==> src/rtl/spi_router_pkg.sv <==
// Shared types and helpers for the multi-port SPI router master.
package spi_router_pkg;

  // Frame sequencer states.
  typedef enum logic [2:0] {
    StIdle  = 3'd0,
    StSetup = 3'd1,
    StShift = 3'd2,
    StHold  = 3'd3,
    StGap   = 3'd4
  } state_e;

  // SPI modes encoded as {cpol, cpha}.
  localparam logic [1:0] SPI_MODE0 = 2'b00;
  localparam logic [1:0] SPI_MODE1 = 2'b01;
  localparam logic [1:0] SPI_MODE2 = 2'b10;
  localparam logic [1:0] SPI_MODE3 = 2'b11;

  // A requested length of 0, or anything wider than the data path, means a full-width frame.
  function automatic int unsigned clamp_len(input int unsigned len, input int unsigned data_w);
    if (len == 0 || len > data_w) begin
      return data_w;
    end
    return len;
  endfunction

endpackage

==> src/rtl/spi_half_tick.sv <==
// Half-period tick generator: one tick every CLK_DIV cycles, restarted while clr is high.
module spi_half_tick #(
  parameter int unsigned CLK_DIV = 4
) (
  input  logic clk,
  input  logic rst_n,
  input  logic clr,
  output logic tick
);

  localparam int unsigned CntW = (CLK_DIV > 1) ? $clog2(CLK_DIV) : 1;
  localparam logic [CntW-1:0] Reload = CntW'(CLK_DIV - 1);

  logic [CntW-1:0] cnt_q, cnt_d;

  // Down-count to zero, then reload; clr holds the counter at the start of a half-period.
  always_comb begin
    if (clr || cnt_q == '0) begin
      cnt_d = Reload;
    end else begin
      cnt_d = cnt_q - CntW'(1);
    end
  end

  // Counter state.
  always_ff @(posedge clk or negedge rst_n) begin
    if (!rst_n) begin
      cnt_q <= Reload;
    end else begin
      cnt_q <= cnt_d;
    end
  end

  assign tick = !clr && (cnt_q == '0);

endmodule

==> src/rtl/spi_router_master.sv <==
// SPI master with one shift engine fanned out to NUM_SLAVES independent ports.
// Each command selects its own port, frame length and SPI mode.
module spi_router_master
  import spi_router_pkg::*;
#(
  parameter int unsigned NUM_SLAVES = 5,
  parameter int unsigned DATA_W     = 16,
  parameter int unsigned CLK_DIV    = 4,
  parameter int unsigned SEL_W      = (NUM_SLAVES > 1) ? $clog2(NUM_SLAVES) : 1,
  parameter int unsigned LEN_W      = $clog2(DATA_W + 1)
) (
  input  logic                  clk,
  input  logic                  rst_n,
  input  logic                  cmd_valid,
  output logic                  cmd_ready,
  input  logic [DATA_W-1:0]     cmd_data,
  input  logic [SEL_W-1:0]      cmd_sel,
  input  logic [LEN_W-1:0]      cmd_len,
  input  logic                  cmd_cpol,
  input  logic                  cmd_cpha,
  output logic [NUM_SLAVES-1:0] sclk,
  output logic [NUM_SLAVES-1:0] mosi,
  output logic [NUM_SLAVES-1:0] ss_n,
  input  logic [NUM_SLAVES-1:0] miso,
  output logic [DATA_W-1:0]     rx_data,
  output logic                  rx_valid,
  output logic                  busy,
  output logic                  cmd_drop
);

  localparam int unsigned HcntW = LEN_W + 1;

  state_e                state_q, state_d;
  logic [SEL_W-1:0]      sel_q, sel_d;
  logic [LEN_W-1:0]      len_q, len_d;
  logic [1:0]            mode_q, mode_d;
  logic [DATA_W-1:0]     tx_q, tx_d;
  logic [DATA_W-1:0]     rx_sh_q, rx_sh_d;
  logic [HcntW-1:0]      hcnt_q, hcnt_d;
  logic                  sclk_q, sclk_d;
  logic [NUM_SLAVES-1:0] idle_pol_q, idle_pol_d;
  logic [DATA_W-1:0]     rx_data_q, rx_data_d;
  logic                  rx_valid_q, rx_valid_d;
  logic                  cmd_drop_q, cmd_drop_d;
  logic [NUM_SLAVES-1:0] miso_s1_q, miso_s2_q;

  logic                  tick;
  logic                  sel_ok;
  logic [LEN_W-1:0]      len_eff;
  logic [31:0]           shamt;
  logic                  leading;
  logic                  sample_on_lead;
  logic                  shift_on_lead;
  logic [HcntW-1:0]      hcnt_last;
  logic                  miso_bit;
  logic [NUM_SLAVES-1:0] sel_oh;
  logic                  frame_on;
  logic [NUM_SLAVES-1:0] drive_oh;
  logic [NUM_SLAVES-1:0] clk_oh;

  // The tick counter sits in reset throughout IDLE so SETUP always gets a full half-period.
  spi_half_tick #(
    .CLK_DIV (CLK_DIV)
  ) u_half_tick (
    .clk   (clk),
    .rst_n (rst_n),
    .clr   (state_q == StIdle),
    .tick  (tick)
  );

  assign sel_ok  = 32'(cmd_sel) < NUM_SLAVES;
  assign len_eff = LEN_W'(clamp_len(32'(cmd_len), DATA_W));
  // Left-align the right-justified word so the frame MSB always sits at tx_q[DATA_W-1].
  assign shamt   = DATA_W - 32'(len_eff);

  // Even half-period index ends on a leading edge.
  assign leading        = !hcnt_q[0];
  assign sample_on_lead = (mode_q == SPI_MODE0) || (mode_q == SPI_MODE2);
  assign shift_on_lead  = (mode_q == SPI_MODE1) || (mode_q == SPI_MODE3);
  assign hcnt_last      = {len_q, 1'b0} - HcntW'(1);
  assign miso_bit       = miso_s2_q[sel_q];

  // Frame sequencer and shift engine next-state.
  always_comb begin
    state_d    = state_q;
    sel_d      = sel_q;
    len_d      = len_q;
    mode_d     = mode_q;
    tx_d       = tx_q;
    rx_sh_d    = rx_sh_q;
    hcnt_d     = hcnt_q;
    sclk_d     = sclk_q;
    idle_pol_d = idle_pol_q;
    rx_data_d  = rx_data_q;
    rx_valid_d = 1'b0;
    cmd_drop_d = 1'b0;

    unique case (state_q)
      StIdle: begin
        if (cmd_valid) begin
          if (sel_ok) begin
            state_d             = StSetup;
            sel_d               = cmd_sel;
            len_d               = len_eff;
            mode_d              = {cmd_cpol, cmd_cpha};
            tx_d                = cmd_data << shamt;
            rx_sh_d             = '0;
            hcnt_d              = '0;
            sclk_d              = cmd_cpol;
            idle_pol_d[cmd_sel] = cmd_cpol;
          end else begin
            cmd_drop_d = 1'b1;
          end
        end
      end
      StSetup: begin
        if (tick) begin
          state_d = StShift;
        end
      end
      StShift: begin
        if (tick) begin
          sclk_d = !sclk_q;
          if (leading == sample_on_lead) begin
            rx_sh_d = {rx_sh_q[DATA_W-2:0], miso_bit};
          end
          // In CPHA=1 the first leading edge presents the MSB already on the line.
          if (shift_on_lead ? (leading && hcnt_q != '0) : !leading) begin
            tx_d = tx_q << 1;
          end
          if (hcnt_q == hcnt_last) begin
            state_d = StHold;
          end else begin
            hcnt_d = hcnt_q + HcntW'(1);
          end
        end
      end
      StHold: begin
        if (tick) begin
          state_d = StGap;
        end
      end
      StGap: begin
        if (tick) begin
          state_d    = StIdle;
          rx_data_d  = rx_sh_q;
          rx_valid_d = 1'b1;
        end
      end
      default: state_d = StIdle;
    endcase

    // A command arriving mid-frame is discarded without touching the frame.
    if (cmd_valid && state_q != StIdle) begin
      cmd_drop_d = 1'b1;
    end
  end

  // Sequencer and datapath state.
  always_ff @(posedge clk or negedge rst_n) begin
    if (!rst_n) begin
      state_q    <= StIdle;
      sel_q      <= '0;
      len_q      <= '0;
      mode_q     <= '0;
      tx_q       <= '0;
      rx_sh_q    <= '0;
      hcnt_q     <= '0;
      sclk_q     <= 1'b0;
      idle_pol_q <= '0;
      rx_data_q  <= '0;
      rx_valid_q <= 1'b0;
      cmd_drop_q <= 1'b0;
    end else begin
      state_q    <= state_d;
      sel_q      <= sel_d;
      len_q      <= len_d;
      mode_q     <= mode_d;
      tx_q       <= tx_d;
      rx_sh_q    <= rx_sh_d;
      hcnt_q     <= hcnt_d;
      sclk_q     <= sclk_d;
      idle_pol_q <= idle_pol_d;
      rx_data_q  <= rx_data_d;
      rx_valid_q <= rx_valid_d;
      cmd_drop_q <= cmd_drop_d;
    end
  end

  // Two-flop synchroniser on every miso input.
  always_ff @(posedge clk or negedge rst_n) begin
    if (!rst_n) begin
      miso_s1_q <= '0;
      miso_s2_q <= '0;
    end else begin
      miso_s1_q <= miso;
      miso_s2_q <= miso_s1_q;
    end
  end

  // One-hot decode of the latched target port.
  always_comb begin
    sel_oh        = '0;
    sel_oh[sel_q] = 1'b1;
  end

  // Outputs decode straight from registered state, so reset releases ss_n asynchronously.
  assign frame_on = (state_q == StSetup) || (state_q == StShift) || (state_q == StHold);
  assign drive_oh = sel_oh & {NUM_SLAVES{frame_on}};
  assign clk_oh   = sel_oh & {NUM_SLAVES{state_q == StShift}};

  assign ss_n = ~drive_oh;
  assign mosi = drive_oh & {NUM_SLAVES{tx_q[DATA_W-1]}};
  assign sclk = (clk_oh & {NUM_SLAVES{sclk_q}}) | (~clk_oh & idle_pol_q);

  assign cmd_ready = (state_q == StIdle);
  assign busy      = !cmd_ready;
  assign rx_data   = rx_data_q;
  assign rx_valid  = rx_valid_q;
  assign cmd_drop  = cmd_drop_q;

endmodule

==> config.mk <==
export PLATFORM = sky130hd
export DESIGN_NAME = spi_router_master
export DESIGN_NICKNAME = d
export VERILOG_FILES = /design/src/rtl/spi_router_pkg.sv /design/src/rtl/spi_half_tick.sv /design/src/rtl/spi_router_master.sv
export SDC_FILE = /design/constraint.sdc
export NUM_CORES = 1
export LEC_CHECK = 0
export ABC_AREA = 1
export BUFFER_PORTS_ARGS = -buffer_cell sky130_fd_sc_hd__buf_2
export CAP_MARGIN = 20
export CORE_UTILIZATION = 52
export CTS_CLUSTER_SIZE = 25
export DETAILED_ROUTE_END_ITERATION = 7
export HOLD_SLACK_MARGIN = 0.08
export PLACE_DENSITY = 0.88
export SETUP_SLACK_MARGIN = 0.5
export SYNTH_ARGS = -nofsm -noshare
export SYNTH_HDL_FRONTEND = slang
export SYNTH_SLANG_ARGS = --single-unit
==> constraint.sdc <==
create_clock -name clk -period 1.72 [get_ports clk]
set_input_delay 0.344 -clock clk [delete_from_list [all_inputs] [get_ports clk]]
set_output_delay 0.344 -clock clk [all_outputs]
set_load 0.02 [all_outputs]
==> results of run 1 <==
==> cell usage after synthesis, drive strengths merged <==
master / count
nand2: 115
nand3: 90
dfrtp: 84
inv: 54
nor2: 48
o21ai: 44
a21oi: 35
o22ai: 18
buf: 16
nor3: 7
clkbuf: 6
ha: 6
xnor2: 6
xor2: 6
a31oi: 4
nand4: 3
or2: 3
a211oi: 2
clkinv: 2
dfstp: 2
o31ai: 2
a21boi: 1
a221oi: 1
a22o: 1
a31o: 1
and2: 1
nor4: 1
o211ai: 1
o311ai: 1
or4: 1
==> per-layer routing <==
metal  overflow  track usage
met1          0        0.725
met2         19        0.921
met3          0        0.469
met4         24        0.738
met5          0            0
==> metrics by stage <==
step           area (µm²)  setup WS (ps)
2_1_floorplan        5150           -892
3_3_place_gp         5970           -909
3_5_place_dp         5970           -998
4_1_cts              7390           -496
==> cell families after synthesis <==
group,after synthesis,share of synthesized area
and+or+nand+nor,269,0.273
buffers and inverters,78,0.0784
AOI/OAI and AO/OA,111,0.147
DFF,86,0.461
adders and majority gates,6,0.0161
xor gates and xnor gates,12,0.0241
==> timing repair <==
action	CTS
gates resized for setup	210
hold endpoints to repair	36
hold buffers	6
cloned	8
setup endpoints to repair	107
pin swaps	44
setup buffers	39
==> impl_metrics.tcl, run 1 <==
set metrics [dict create \
    outcome "did not finish" \
    stop_stage "global routing (5_1_grt)" \
    stop_error "[ERROR GRT-0232] Routing congestion too high. Check the congestion heatmap in the GUI." \
    crit_endpoint "tx_q[13]$_DFFE_PN0P_/D" \
    synth_nets 602 \
    dieHeight_um 96.8 \
    ys_warn_count 0 \
    synthesis.area_um2 4670 \
    core.rowCount 34 \
    placed_cells 786 \
    overflow 43 \
    endpoint_type "register input" \
    syn_inst 562 \
    clock-sinks 86 \
    synth_seq_area_share 0.461 \
    synth_top_area_frac 0.450 \
    gp_congestion 0.925 \
    cts_buffer_depth 2 \
    h-tree-depth 3 \
    synth_area_leader_cell "dfrtp_1" \
    synth_seq_cells 86 \
    globalRouteTotalUtil 0.707 \
    syn_area_per_cell_um2 8.32 \
    dieWidth_um 96.8 \
    pin_count 69 \
    clockRootBuffer "clkbuf_8" \
    portBuffers 68 \
    ys_types 50 \
    dp_hpwl_um 9070 \
    numCtsBuffers 9 \
    start_util 0.536 \
    grt_max_degree 36 \
    synth.area.top_cells "dfrtp_1, nand3_1, nand2_1" \
]
==> inputs of run 2 (changes only) <==
CORE_UTILIZATION = 40   (was 52)
CTS_CLUSTER_SIZE = default   (was 25)
HOLD_SLACK_MARGIN = default   (was 0.08)
PLACE_DENSITY = default   (was 0.88)
PLACE_DENSITY_LB_ADDON = 0.15   (was default)
SETUP_SLACK_MARGIN = default   (was 0.5)
clock period = 2.25 ns   (was 1.72 ns; I/O delays follow)
==> run 2 against run 1 <==
  * The flow now finishes, with violations (negative setup slack)
  * Area after synthesis unchanged
  * Synthesized cell count unchanged
==> impl_metrics.tcl, run 2 <==
set metrics [dict create \
    syn_area_per_cell_um2 8.32 \
    p_leak_nw 2.92 \
    seqPwrFrac 0.307 \
    utilization 0.546 \
    switching_share 0.435 \
    critPathLaunchType "input port" \
    slew_violations 0 \
    comb_power_share 0.494 \
    critPathKind "input port to flop" \
    dp_hpwl_um 8310 \
    synth_nets 602 \
    r2r_cells 13 \
    diodes 0 \
    clockRootBuffer "clkbuf_16" \
    min_period_ps 2390 \
    placed_cell_area_um2 5450 \
    grt_max_degree 43 \
    design.die.area_um2 12100 \
    power_frac_clock 0.200 \
    finalHoldViolCount 0 \
    ir_drop_mv 0.684 \
    clk_pin_slew_ps 70 \
    grt_pass1_vias 3974 \
    internal_power_mw 4.07 \
    wl_per_cell_um 14.2 \
    synth-edff-count 0 \
    num_vias 4239 \
    synth.area.top_cells "dfrtp_1, nand3_1, nand2_1" \
    fmax_mhz 418 \
    syn_to_final_growth_pct 33.3 \
    rsz0062_at_grt "yes" \
    globalRouteTotalUtil 0.204 \
    synth_top_area_frac 0.450 \
    overflow 0 \
    ys_types 50 \
    arrival_ps 2660 \
    grt.busiest_layer "met2" \
    layout-drive-gt1-share 0.374 \
    final.setup.tns_ps -1310 \
    reg2reg_to "tx_q[7]" \
    drc_errors 0 \
    use_met2 0.329 \
    synthesis.area_um2 4670 \
    hold_buffers 0 \
    post-route-period-util 1.06 \
    max-slew-margin-rel 0.634 \
    violations "negative setup slack" \
    ys_warn_count 0 \
    pin_count 69 \
    portBuffers 68 \
    finClkSkew_ps 7.40 \
    start_util 0.409 \
    cts_tree "done" \
    power_density_nw_per_um2 1160 \
    clock-sinks 86 \
    grt_first_pass_wirelength_um 19000 \
    dieHeight_um 110 \
    postLayoutCellArea_um2 6230 \
    vias_per_cell 5.14 \
    crit_required_ps 2520 \
    outcome "complete, but fails checks" \
    coreArea_um2 11400 \
    cts_buffer_depth 2 \
    synth_area_leader_cell "dfrtp_1" \
    dieWidth_um 110 \
    hp-class "input port to async pin" \
    synthArstFlopShare 1.00 \
    r2r_start "state_q[0]" \
    endpoint_kind "flop" \
    p_switching_mw 3.14 \
    crit_fanout 5 \
    setup_viol_count_final 16 \
    layout_common_cells "nand2_1, dfrtp_1, nand3_1" \
    drtIter0Drc 234 \
    grt_util_met1 0.275 \
    core.rowCount 39 \
    ys_dominant_reg_cell "dfrtp_1" \
    clock_latency_ps 340 \
    antenna_found_initial 0 \
    final_common_cell "nand2_1" \
    dr.pass1.iters 5 \
    wirelength_um 11800 \
    yosysMostFrequentCell "nand2_1" \
    fin_ws_ps -140 \
    syn_inst 562 \
    numCtsBuffers 9 \
    grtUsageMet3 0.0429 \
    maxCapViolCount 0 \
    h-tree-depth 3 \
    synth_seq_area_share 0.461 \
    gp_congestion 0.870 \
    postRouteAntennaNets 0 \
    nets 717 \
    tightest_slew_ps 549 \
    synth.cells.most_frequent "nand2_1, nand3_1, dfrtp_1" \
    synth_seq_cells 86 \
    reg2reg_slack_ps 200 \
]
==> run 2: how the worst max path moves through the flow <==
| stage | to | startpoint | cells past startpoint | slack [ps] |
|---|---|---|---|---|
| 3_5_place_dp | tx_q[10] | cmd_len[0] | 13 | -540 |
| 2_1_floorplan | tx_q[13] | cmd_len[0] | 13 | -470 |
| 6_report | tx_q[13] | cmd_len[1] | 16 | -140 |
| 4_1_cts | tx_q[15] | cmd_len[3] | 16 | -100 |
| 5_1_grt | tx_q[7] | cmd_len[1] | 16 | -230 |
| 3_3_place_gp | tx_q[15] | cmd_len[0] | 16 | -520 |
==> run 2: critical path: stages <==
cell and delay, ps:
buf_2 120, or4_4 530, ha_4 300, inv_6 50, nand2_4 70, ha_4 180, nand3_4 80, nand2_2 60
nand2_2 60, nor2_4 160, clkinv_4 110, nor2_8 130, nand2_1 80, o21ai_2 130, nor2_1 60, nor2_1 80
==> run 2: repair_timing <==
item                                    4_1_cts  5_1_grt
gates resized for setup                      49       37
hold endpoints to repair                      0        0
pin swaps                                    19       25
endpoints found under the setup margin       21       25
buffers inserted                              7        8
cloned                                        1        0
==> run 2: per-layer routing <==
metal | vias to the layer above | share of wire
met1 | 2017 | 0.47
met4 | 0 | 0.011
li1 | 2122 | -
met5 | - | 0
met3 | 14 | 0.029
met2 | 86 | 0.48
==> run 2: area by class of cell <==
type                            count  area (µm²)
Timing Repair Buffer              125         853
Sequential cell                    86        2150
Clock buffer                        9         225
Multi-Input combinational cell    399        2520
Tap cell                          143         179
Inverter                           56         239
Clock inverter                      7        65.1
Fill cell                        1056        5190
==> run 2: per-stage QoR <==
stage / total power, mW / instances / hold WS [ps] / setup slack (ps)
global placement: 5.27 / 793 / 338 / -522
detailed placement: 5.33 / 793 / 336 / -539
finish: 7.21 / 825 / 95.8 / -140
CTS: 6.97 / 817 / 105 / -95.8
floorplan: 4.55 / 562 / 154 / -468
global route: 7.74 / 825 / 134 / -234
==> run 2: cells by family after synthesis <==
logic type	Yosys count	synth area share
buf+inv	78	0.0784
simple gates	269	0.273
xor+xnor	12	0.0241
flops	86	0.461
compound gates	111	0.147
fa+ha+maj	6	0.0161
==> run 2: power groups by stage <==
stage,Clock (mW),Combinational [mW],Sequential (mW)
final,1.44,3.56,2.21
after global routing,1.55,3.92,2.27
after CTS,1.48,3.28,2.20
after detailed placement,0,3.11,2.22
after global placement,0,3.07,2.21
after floorplan,0,2.34,2.21
No activity file was read; power rests on OpenSTA's default activity.
==> inputs of run 3 (changes only) <==
ABC_AREA = 0   (was 1)
==> run 3 against run 2 <==
  * The run still ends with negative setup slack left
  * Via count decreased by 6.7%
  * Sequential share of layout area hardly changed
  * Synthesized cell count shrank 15%
==> impl_metrics.tcl, run 3 <==
set metrics [dict create \
    outcome "complete, but fails checks" \
    violations "negative setup slack" \
    wl_per_cell_um 15.7 \
    ys_warn_count 0 \
    nets 632 \
    hp-class "input port to async pin" \
    rsz0062_at_grt "yes" \
    max-slew-margin-rel 0.456 \
    synth.cells.most_frequent "dfrtp_1, nand2_1, nor2_1" \
    vias_per_cell 5.34 \
    arrival_ps 2930 \
    grt_first_pass_wirelength_um 19800 \
    clockRootBuffer "clkbuf_16" \
    ys_types 62 \
    power_frac_clock 0.413 \
    seqPwrFrac 0.425 \
    synthArstFlopShare 1.00 \
    final.setup.tns_ps -4790 \
    reg2reg_slack_ps 270 \
    gp_congestion 0.835 \
    globalRouteTotalUtil 0.203 \
    critPathKind "input port to flop" \
    fin_cells 740 \
    switching_share 0.259 \
    slew_violations 0 \
    yosysMostFrequentCell "dfrtp_1" \
    diodes 0 \
    drtIter0Drc 244 \
    ir_drop_mv 0.549 \
    crit_required_ps 2520 \
    finalHoldViolCount 0 \
    start_util 0.412 \
    synth_seq_cells 86 \
    p_leak_nw 2.99 \
    overflow 0 \
    synth_nets 519 \
    internal_power_mw 2.73 \
    synth_top_area_frac 0.445 \
    synth_area_leader_cell "dfrtp_1" \
    fillers 1021 \
    portBuffers 68 \
    finClkSkew_ps 8.35 \
    placed_cells 711 \
    fin_ws_ps -407 \
    postRouteAntennaNets 0 \
    endpoint_kind "flop" \
    power_mw 3.69 \
    cts_tree "done" \
    numCtsBuffers 9 \
    comb_power_share 0.161 \
    synth.area.top_cells "dfrtp_1, mux2_2, nand2_1" \
    ys_dominant_reg_cell "dfrtp_1" \
    num_vias 3955 \
    synth_seq_area_share 0.456 \
    post-route-period-util 1.18 \
    clock_latency_ps 350 \
    antenna_found_initial 0 \
    hold_buffers 0 \
    maxCapViolCount 0 \
    drc_errors 0 \
    pin_count 69 \
    dp_hpwl_um 8280 \
    coreArea_um2 11500 \
    wirelength_um 11600 \
    core.rowCount 39 \
    h-tree-depth 3 \
    clock-sinks 86 \
    clk_pin_slew_ps 70 \
    layout_common_cells "dfrtp_1, nand2_1, buf_2" \
    power_density_nw_per_um2 591 \
    layout-drive-gt1-share 0.394 \
    grt_max_degree 57 \
    synthesis.area_um2 4730 \
    design.die.area_um2 12300 \
    critPathLaunchType "input port" \
    grt_pass1_vias 3929 \
    final-seq-area_um2 2160 \
    crit_fanout 7 \
    syn_inst 479 \
    multi_input_area_um2 2620 \
    synth-edff-count 0 \
    setup_viol_count_final 16 \
    min_period_ps 2660 \
    syn_to_final_growth_pct 32.0 \
    cts_buffer_depth 2 \
    tightest_slew_ps 817 \
    dieHeight_um 111 \
    p_switching_mw 0.955 \
    final_common_cell "dfrtp_1" \
    syn_area_per_cell_um2 9.87 \
    fmax_mhz 376 \
    hold_slack_ps 42.7 \
    dr.pass1.iters 4 \
    dieWidth_um 111 \
    utilization 0.544 \
]
run 3: cell types whose count changed after synthesis, moves of 15 or more:
cell     previous run  this run
nand2_1           107        80
nand3_1            87        17
inv_1              42        15
a21oi_1            34        13
o21ai_0            35         7
mux2_2              0        31
mux2i_1             0        15
run 3: final cells by class:
type | instances | share of cell area
flip-flops and latches | 86 | 0.346
multi-input cells | 349 | 0.419
repair buffers | 130 | 0.146
well taps | 143 | 0.0287
inverters | 16 | 0.0108
clock inverters | 7 | 0.0130
clock buffers | 9 | 0.0361
run 3: routing by layer:
metal  wire [µm]  global-route usage  share of wire  vias up
li1            -                   -              -     1932
met1        5330               0.277           0.46     1929
met2        5680               0.323           0.49       83
met3         469              0.0487          0.040       11
met4         148              0.0551          0.013        0
met5           0                   0              0        -
run 3: final timing paths:
check	start	to	cells after the start
worst max-delay path	cmd_len[1]	tx_q[11]	14
max in group asynchronous	rst_n	u_half_tick.cnt_q[1]	2
worst min register to register	miso_s1_q[0]	miso_s2_q[0]	0
min in group clk	miso[4]	miso_s1_q[4]	1
worst min-delay path	rst_n	len_q[3]	1
worst max register to register	u_half_tick.cnt_q[0]	rx_data[3]	4
run 3: timing repair:
| action | CTS | global route |
|---|---|---|
| pin swaps | 13 | 27 |
| resized for setup | 24 | 33 |
| buffers inserted | 5 | 8 |
| hold endpoints to repair | 0 | 0 |
| endpoints found under the setup margin | 21 | 20 |
run 3: stage by stage:
stage,cell area [µm²],setup slack (ps)
after global routing,6240,-565
after floorplan,4790,-906
after global placement,5580,-846
final,6240,-407
after CTS,6030,-411
after detailed placement,5580,-970
run 3: cells by family (layout without fill, tap and decap cells):
logic type,Yosys count,in the layout,share of synthesized area
compound gates,95,95,0.137
xor+xnor,13,13,0.0297
fa+ha+maj,6,6,0.0159
buf+inv,44,162,0.0426
flops,86,86,0.456
mux,53,53,0.137
simple gates,182,182,0.183
run 3: critical path, stage by stage:
cell,delay [ps]
buf_8,100
nor4_4,280
inv_1,110
ha_4,310
inv_2,60
nand2_4,80
ha_4,240
inv_4,70
xnor2_4,240
buf_4,160
mux4_2,490
nor3_2,120
a221oi_1,70
a21oi_1,150
run 3: power by group through the flow:
stage	combinational, mW	sequential (mW)	clock [mW]
after global placement	0.471	1.60	0
after global routing	0.639	1.57	1.63
after floorplan	0.271	1.60	0
final	0.595	1.57	1.52
after detailed placement	0.477	1.60	0
after CTS	0.515	1.57	1.57
